--- config.mk ---
export PLATFORM = sky130hd
export DESIGN_NAME = alu_cmp_iter
export DESIGN_NICKNAME = d
export VERILOG_FILES = /design/src/rtl/alu_cmp_iter.sv
export SDC_FILE = /design/constraint.sdc
export NUM_CORES = 1
export LEC_CHECK = 0
export CAP_MARGIN = 20
export CORE_MARGIN = 5
export CORE_UTILIZATION = 46
export DETAILED_ROUTE_END_ITERATION = 6
export PLACE_DENSITY = 0.83
export SLEW_MARGIN = 20
export SYNTH_ARGS = -nofsm -noshare
export SYNTH_HDL_FRONTEND = slang
export SYNTH_SLANG_ARGS = --single-unit
export TNS_END_PERCENT = 5
--- constraint.sdc ---
create_clock -name i_clk -period 2.6 [get_ports i_clk]
set_clock_uncertainty 0.2 [all_clocks]
set_input_delay 0.52 -clock i_clk [delete_from_list [all_inputs] [get_ports i_clk]]
set_output_delay 0.52 -clock i_clk [all_outputs]
set_load 0.01 [all_outputs]
--- src/rtl/alu_cmp_iter.sv ---
// Iterative magnitude/equality comparator: walks the operands one slice per cycle,
// MSB slice first, and stops at the first slice that differs.
//
// state | meaning
// IDLE  | waiting for i_start; result outputs hold the last result
// RUN   | comparing slice idx_q of the latched operands
// DONE  | result registered, o_valid high for this one cycle
module alu_cmp_iter #(
  parameter int WIDTH = 32,
  parameter int SLICE = 8
) (
  input  logic             i_clk,
  input  logic             i_rst_n,
  input  logic             i_start,
  input  logic [WIDTH-1:0] i_a,
  input  logic [WIDTH-1:0] i_b,
  input  logic             i_unsigned,
  output logic             o_busy,
  output logic             o_valid,
  output logic             o_lt,
  output logic             o_eq
);

  localparam int N    = WIDTH / SLICE;
  localparam int IDXW = (N > 1) ? $clog2(N) : 1;
  localparam logic [WIDTH-1:0] MSB_MASK = {1'b1, {(WIDTH-1){1'b0}}};

  typedef enum logic [1:0] {
    IDLE = 2'd0,
    RUN  = 2'd1,
    DONE = 2'd2
  } state_e;

  state_e           state_q;
  logic [IDXW-1:0]  idx_q;
  logic [WIDTH-1:0] a_q;
  logic [WIDTH-1:0] b_q;
  logic             lt_q;
  logic             eq_q;
  logic [SLICE-1:0] a_slice;
  logic [SLICE-1:0] b_slice;

  assign a_slice = a_q[idx_q*SLICE +: SLICE];
  assign b_slice = b_q[idx_q*SLICE +: SLICE];

  // Signed compare is done as unsigned after flipping the sign bits at latch time.
  always_ff @(posedge i_clk or negedge i_rst_n) begin
    if (!i_rst_n) begin
      state_q <= IDLE;
      idx_q   <= '0;
      a_q     <= '0;
      b_q     <= '0;
      lt_q    <= 1'b0;
      eq_q    <= 1'b0;
    end else begin
      case (state_q)
        IDLE: begin
          if (i_start) begin
            a_q     <= i_unsigned ? i_a : (i_a ^ MSB_MASK);
            b_q     <= i_unsigned ? i_b : (i_b ^ MSB_MASK);
            idx_q   <= IDXW'(N - 1);
            state_q <= RUN;
          end
        end
        RUN: begin
          if (a_slice != b_slice) begin
            lt_q    <= (a_slice < b_slice);
            eq_q    <= 1'b0;
            state_q <= DONE;
          end else if (idx_q == '0) begin
            lt_q    <= 1'b0;
            eq_q    <= 1'b1;
            state_q <= DONE;
          end else begin
            idx_q <= idx_q - IDXW'(1);
          end
        end
        DONE: begin
          state_q <= IDLE;
        end
        default: begin
          state_q <= IDLE;
        end
      endcase
    end
  end

  assign o_busy  = (state_q != IDLE);
  assign o_valid = (state_q == DONE);
  assign o_lt    = lt_q;
  assign o_eq    = eq_q;

endmodule

==> results of run 1 <==
-- flip-flops by register name, indices dropped and copies added, names as in the netlist --
signal / count
a_q: 32
o_eq: 1
o_lt: 1
state_q: 2
idx_q: 2
b_q: 32
-- logic make-up after synthesis --
kind of cell	after synthesis	share of synthesized area [%]
muxes	80	35.84
DFF	70	49.63
buffers and inverters	22	5.353
and+or+nand+nor	18	3.190
AOI/OAI and AO/OA	12	2.304
adders and majority gates	9	3.190
xor gates and xnor gates	2	0.4964
-- what timing repair did --
action / CTS / global route
gates resized for setup: 1 / 3
setup endpoints to repair: 2 / 2
cloned: 0 / 1
setup buffers: 0 / 2
pin swaps: 1 / 4
-- metal layers --
layer / vias to the layer above / track usage (%) / wire (um)
met5: - / 0 / 0
met4: 0 / 3.834 / 76
met3: 6 / 5.312 / 351
met2: 68 / 23.83 / 3362
met1: 995 / 19.12 / 3068
li1: 935 / - / -
-- cell usage in the layout (no fill, tap or decap), types with 3 or more instances in the layout --
| master | netlist | final |
|---|---|---|
| clkbuf_8 | 0 | 10 |
| dfrtp_1 | 70 | 69 |
| inv_1 | 11 | 11 |
| mux4_2 | 16 | 16 |
| mux2_4 | 49 | 49 |
| mux2_2 | 15 | 15 |
| ha_1 | 9 | 8 |
| nor2_1 | 6 | 6 |
| clkdlybuf4s50_1 | 0 | 70 |
| o21ai_0 | 3 | 3 |
| buf_4 | 1 | 7 |
| clkinv_2 | 0 | 4 |
-- stage by stage --
stage | setup TNS (ps) | hold slack, ps | cells
after global placement | 0 | 288.6 | 381
after CTS | 0 | 113.6 | 396
after detailed placement | -22.26 | 293.3 | 381
final | 0 | 92.77 | 399
after global routing | -73.95 | 152.6 | 399
after floorplan | 0 | 24.41 | 213
-- worst paths after layout --
kind,startpoint,end,slack [ps],depth (start not counted)
max,idx_q[0]$_DFFE_PN0P_,idx_q[0]$_DFFE_PN0P_,60,7
min,i_rst_n,a_q[10]$_DFFE_PN0P_,90,1
max reg2reg,idx_q[0]$_DFFE_PN0P_,idx_q[0]$_DFFE_PN0P_,60,7
min reg2reg,b_q[22]$_DFFE_PN0P_,b_q[22]$_DFFE_PN0P_,310,1
max in group asynchronous,i_rst_n,idx_q[0]$_DFFE_PN0P_,1490,1
min in group i_clk,b_q[22]$_DFFE_PN0P_,b_q[22]$_DFFE_PN0P_,310,1
-- final cells by class --
type / count / area share (%)
clock inverter: 5 / 1.102
sequential: 70 / 38.61
tap: 102 / 2.811
timing repair buffer: 80 / 18.02
multi-input combinational: 121 / 35.52
inverter: 11 / 0.9093
clock buffer: 10 / 3.031
-- power by group --
| group | leakage [nW] | internal [mW] | total [mW] | switching [mW] |
|---|---|---|---|---|
| clock network | 0.102 | 0.457 | 0.849 | 0.392 |
| logic | 1.11 | 0.873 | 1.31 | 0.434 |
| registers | 0.815 | 1.45 | 1.68 | 0.223 |
==> impl_metrics.tcl, run 1 <==
set metrics [dict create \
    synthesis.nets 290 \
    fin_area_um2 4541 \
    finalHoldViolations 0 \
    initial_core_util_pct 46.40 \
    wl_per_cell_um 17.19 \
    row_count 32 \
    synth_common_cells "dfrtp_1 (70), mux2_4 (49), mux4_2 (16)" \
    die_h_um 97.60 \
    drv_slew 0 \
    clock_sinks 70 \
    endpoint_kind "flip-flop" \
    async_flop_share_pct 100.0 \
    synth_ff_type "dfrtp_1" \
    drc 0 \
    dr_total_vias 2004 \
    wirelength_mm 6.858 \
    n_antenna_cell 0 \
    vias_per_cell 5.023 \
    yosys.area.top_type_share_pct 49.63 \
    ys_top_cells_by_area "dfrtp_1 (50%), mux2_4 (21%), mux4_2 (10%), mux2_2 (4.8%), buf_12 (3.4%)" \
    fin_crit_ps 2538 \
    dr.pass1.iters 4 \
    port_buffers 71 \
    drive_gt1_share_pct 37.37 \
    worst_pin_slew_ps 872.0 \
    grt_pass1_wl_mm 11.07 \
    synth_edf_count 0 \
    multi_input_area_um2 1613 \
    total_power_mw 3.831 \
    path_class "reg -> reg" \
    drt_iter0_markers 74 \
    ys_seq_area_share_pct 49.63 \
    grt_antenna_before_repair 0 \
    fillers 602 \
    worst-path-max-fanout 7 \
    cts.path.max_buffers 2 \
    syn_inst 213 \
    path_buf_inv 1 \
    dpl.hpwl_mm 4.859 \
    area.sequential_um2 1753 \
    overflow 0 \
    synth_cell_types 27 \
    grt_pass1_vias 2251 \
    finish.net_count 370 \
    yosys_warnings 0 \
    status "finished clean" \
    h-tree-depth 3 \
    slew_headroom_pct 41.87 \
    ios 72 \
    layout_setup_ws_ps 62.38 \
    chipWidth_um 97.60 \
    cp.required_ps 2640 \
    place_area_um2 4288 \
    p_per_area_nw_per_um2 843.7 \
    cp_slowest_cell "mux4_2" \
    antenna_left 0 \
    cpPeakStageDelay_ps 540 \
    area_delta_synth_final_pct 28.64 \
    final_core_util_pct 59.69 \
    crit_chain "buf_12 > mux4_2 > ha_4 > nand4_1 > nor3_4 > nor3b_1 > a311oi_1" \
    clk_latency_ps 340 \
    dieArea_um2 9525 \
    path_clk_slew_ps 70 \
    path_delay_family "simple AND/OR/NAND/NOR gates" \
    setup_viol 0 \
    cts_tree "yes" \
    avgSynthCellArea_um2 16.57 \
    cts_root_buf "clkbuf_8" \
    synth.most_common_cell "dfrtp_1" \
    timing.fmax_mhz 394.1 \
    ys_seq_elements 70 \
    post-place-ws_ps -11.40 \
    cts_buffers 9 \
    place.gp.congestion 0.7346 \
    max-cap-violations 0 \
    hold_class "in -> async" \
    worst-endpoint-arrival_ps 2580 \
    synth.cell_area_um2 3530 \
    ctsHoldBuffers 0 \
    synth_top_area_cell "dfrtp_1" \
    start_kind "flip-flop" \
    period_share_pct 97.60 \
    grt_start_max_net_pins 71 \
    peakVddDrop_mv 0.3523 \
    gr-usage-all-layers_pct 14.82 \
    core_area_um2 7607 \
    p_leak_nw 2.023 \
]
Note: power is estimated with default switching activity, not from simulation.
==> run 2, diff against run 1 <==
Settings changed: CELL_PAD_IN_SITES_DETAIL_PLACEMENT set to 0, CELL_PAD_IN_SITES_GLOBAL_PLACEMENT set to 1, CORE_UTILIZATION 46 to 39, PLACE_DENSITY 0.83 to 0.76.
==> run 2 against run 1 <==
  * Critical path depth is the same
  * Setup slack gained 19 ps
  * First-iteration DRC count grew 30%
  * Combinational power is essentially flat
  * Highest routed layer unchanged
  * Register-to-register slack gained 20 ps
==> impl_metrics.tcl, run 2 (same netlist as run 1, synthesis figures left out) <==
set metrics [dict create \
    max-cap-violations 0 \
    antenna_left 0 \
    ctsHoldBuffers 0 \
    p_leak_nw 2.024 \
    fin_setup_tns_ps 0 \
    dpl.cell_count 388 \
    holdWs_ps 98.21 \
    multi_input_area_um2 1603 \
    status "finished clean" \
    path_clk_slew_ps 70 \
    die_h_um 105.1 \
    p_per_area_nw_per_um2 846.4 \
    period_share_pct 96.89 \
    peakVddDrop_mv 0.4900 \
    dieArea_um2 11050 \
    hold_class "in -> async" \
    final_core_util_pct 51.90 \
    worst_pin_slew_ps 881.2 \
    gr-usage-all-layers_pct 13.41 \
    endpoint_kind "flip-flop" \
    p_sw_mw 1.062 \
    p_seq_share_pct 43.5 \
    clk_latency_ps 340 \
    cp.required_ps 2640 \
    fin_crit_ps 2519 \
    h-tree-depth 3 \
    p_comb_share_pct 33.7 \
    total_power_mw 3.849 \
    vias_per_cell 4.938 \
    initial_core_util_pct 40.28 \
    final_cell_mix "dfrtp_1 (70), clkdlybuf4s50_1 (70), mux2_4 (49)" \
    grt_pass1_vias 2282 \
    cts.path.max_buffers 2 \
    setup_viol 0 \
    switching_share_pct 27.60 \
    cts_tree "yes" \
    chipWidth_um 105.1 \
    drive_gt1_share_pct 36.70 \
    area_delta_synth_final_pct 28.85 \
    grt_start_max_net_pins 71 \
    clkPwrFrac_pct 22.8 \
    row_count 34 \
    p_int_mw 2.787 \
    path_class "reg -> reg" \
    clock_sinks 70 \
    area.sequential_um2 1752 \
    worst-endpoint-arrival_ps 2560 \
    overflow 0 \
    dr_total_vias 2000 \
    worst-path-max-fanout 5 \
    dr.pass1.iters 4 \
    cts_root_buf "clkbuf_8" \
    start_kind "flip-flop" \
    port_buffers 71 \
    core_area_um2 8763 \
    drv_slew 0 \
    largestRegisters "a_q: 32 flops, b_q: 32 flops" \
    wirelength_mm 7.101 \
    cts_buffers 9 \
    drc 0 \
    finish.net_count 369 \
    slew_headroom_pct 41.25 \
    ios 72 \
    grt_antenna_before_repair 0 \
    n_antenna_cell 0 \
    place.gp.congestion 0.7372 \
    timing.fmax_mhz 397.0 \
    dpl.hpwl_mm 5.122 \
    wl_per_cell_um 17.53 \
    drt_iter0_markers 96 \
    grt_pass1_wl_mm 11.64 \
    rsz0062_at_grt "true" \
    finalNonFillerCells 405 \
    fillers 747 \
    finalHoldViolations 0 \
]
run 2: cell types whose count changed in the layout (fill, tap and decap cells not counted), sizes merged:
| cell | previous run | this run |
|---|---|---|
| clkbuf | 11 | 10 |
| clkinvlp | 0 | 1 |
run 2: path summary, 6_finish.rpt:
kind | depth (start not counted) | end | slack [ps] | startpoint
worst max-delay path | 7 | idx_q[0]$_DFFE_PN0P_ | 80 | idx_q[0]$_DFFE_PN0P_
worst min-delay path | 1 | a_q[20]$_DFFE_PN0P_ | 100 | i_rst_n
worst max register to register | 7 | idx_q[0]$_DFFE_PN0P_ | 80 | idx_q[0]$_DFFE_PN0P_
worst min register to register | 1 | b_q[16]$_DFFE_PN0P_ | 310 | b_q[16]$_DFFE_PN0P_
max in group asynchronous | 1 | b_q[19]$_DFFE_PN0P_ | 1530 | i_rst_n
min in group i_clk | 1 | b_q[16]$_DFFE_PN0P_ | 310 | b_q[16]$_DFFE_PN0P_
run 2: what timing repair did:
action / in CTS / in global routing
setup buffers: 0 / 1
setup endpoints to repair: 0 / 3
resized for setup: 0 / 2
endpoints found under the hold margin: 0 / 0
run 2: cell type report:
type	instances	area share, %
flip-flops and latches	70	38.51
repair buffers	79	17.99
clock buffers	10	3.026
multi-input cells	121	35.24
inverters	11	0.9078
well taps	108	2.971
clock inverters	6	1.348
run 2: per-layer routing:
metal | vias up | GRT usage [%] | part of all wire, %
met4 | 0 | 4.201 | 1.5
li1 | 937 | - | -
met1 | 1000 | 16.69 | 43
met3 | 12 | 5.117 | 5.1
met5 | - | 0 | 0
met2 | 51 | 21.63 | 50
run 2: per-stage QoR:
step                      setup WS, ps  instance area [um^2]
after detailed placement         60.71                  4328
final                            80.88                  4548
after global routing            -36.58                  4548
after global placement           155.0                  4328
after floorplan                  115.7                  3530
after CTS                        36.34                  4527
run 2: power groups by stage:
| stage | Combinational, mW | Sequential (mW) | Clock, mW |
|---|---|---|---|
| floorplan | 1.03 | 1.60 | 0 |
| global placement | 1.26 | 1.69 | 0 |
| detailed placement | 1.28 | 1.70 | 0 |
| CTS | 1.29 | 1.68 | 0.903 |
| global route | 1.41 | 1.72 | 0.954 |
| finish | 1.30 | 1.67 | 0.877 |
run 2: worst max-delay path: stages, from the launching register on:
cell,delay [ps]
dfrtp_1,390
buf_4,190
mux4_2,510
ha_1,340
nand4_1,170
nor3_4,280
nor3b_1,80
a311oi_1,260
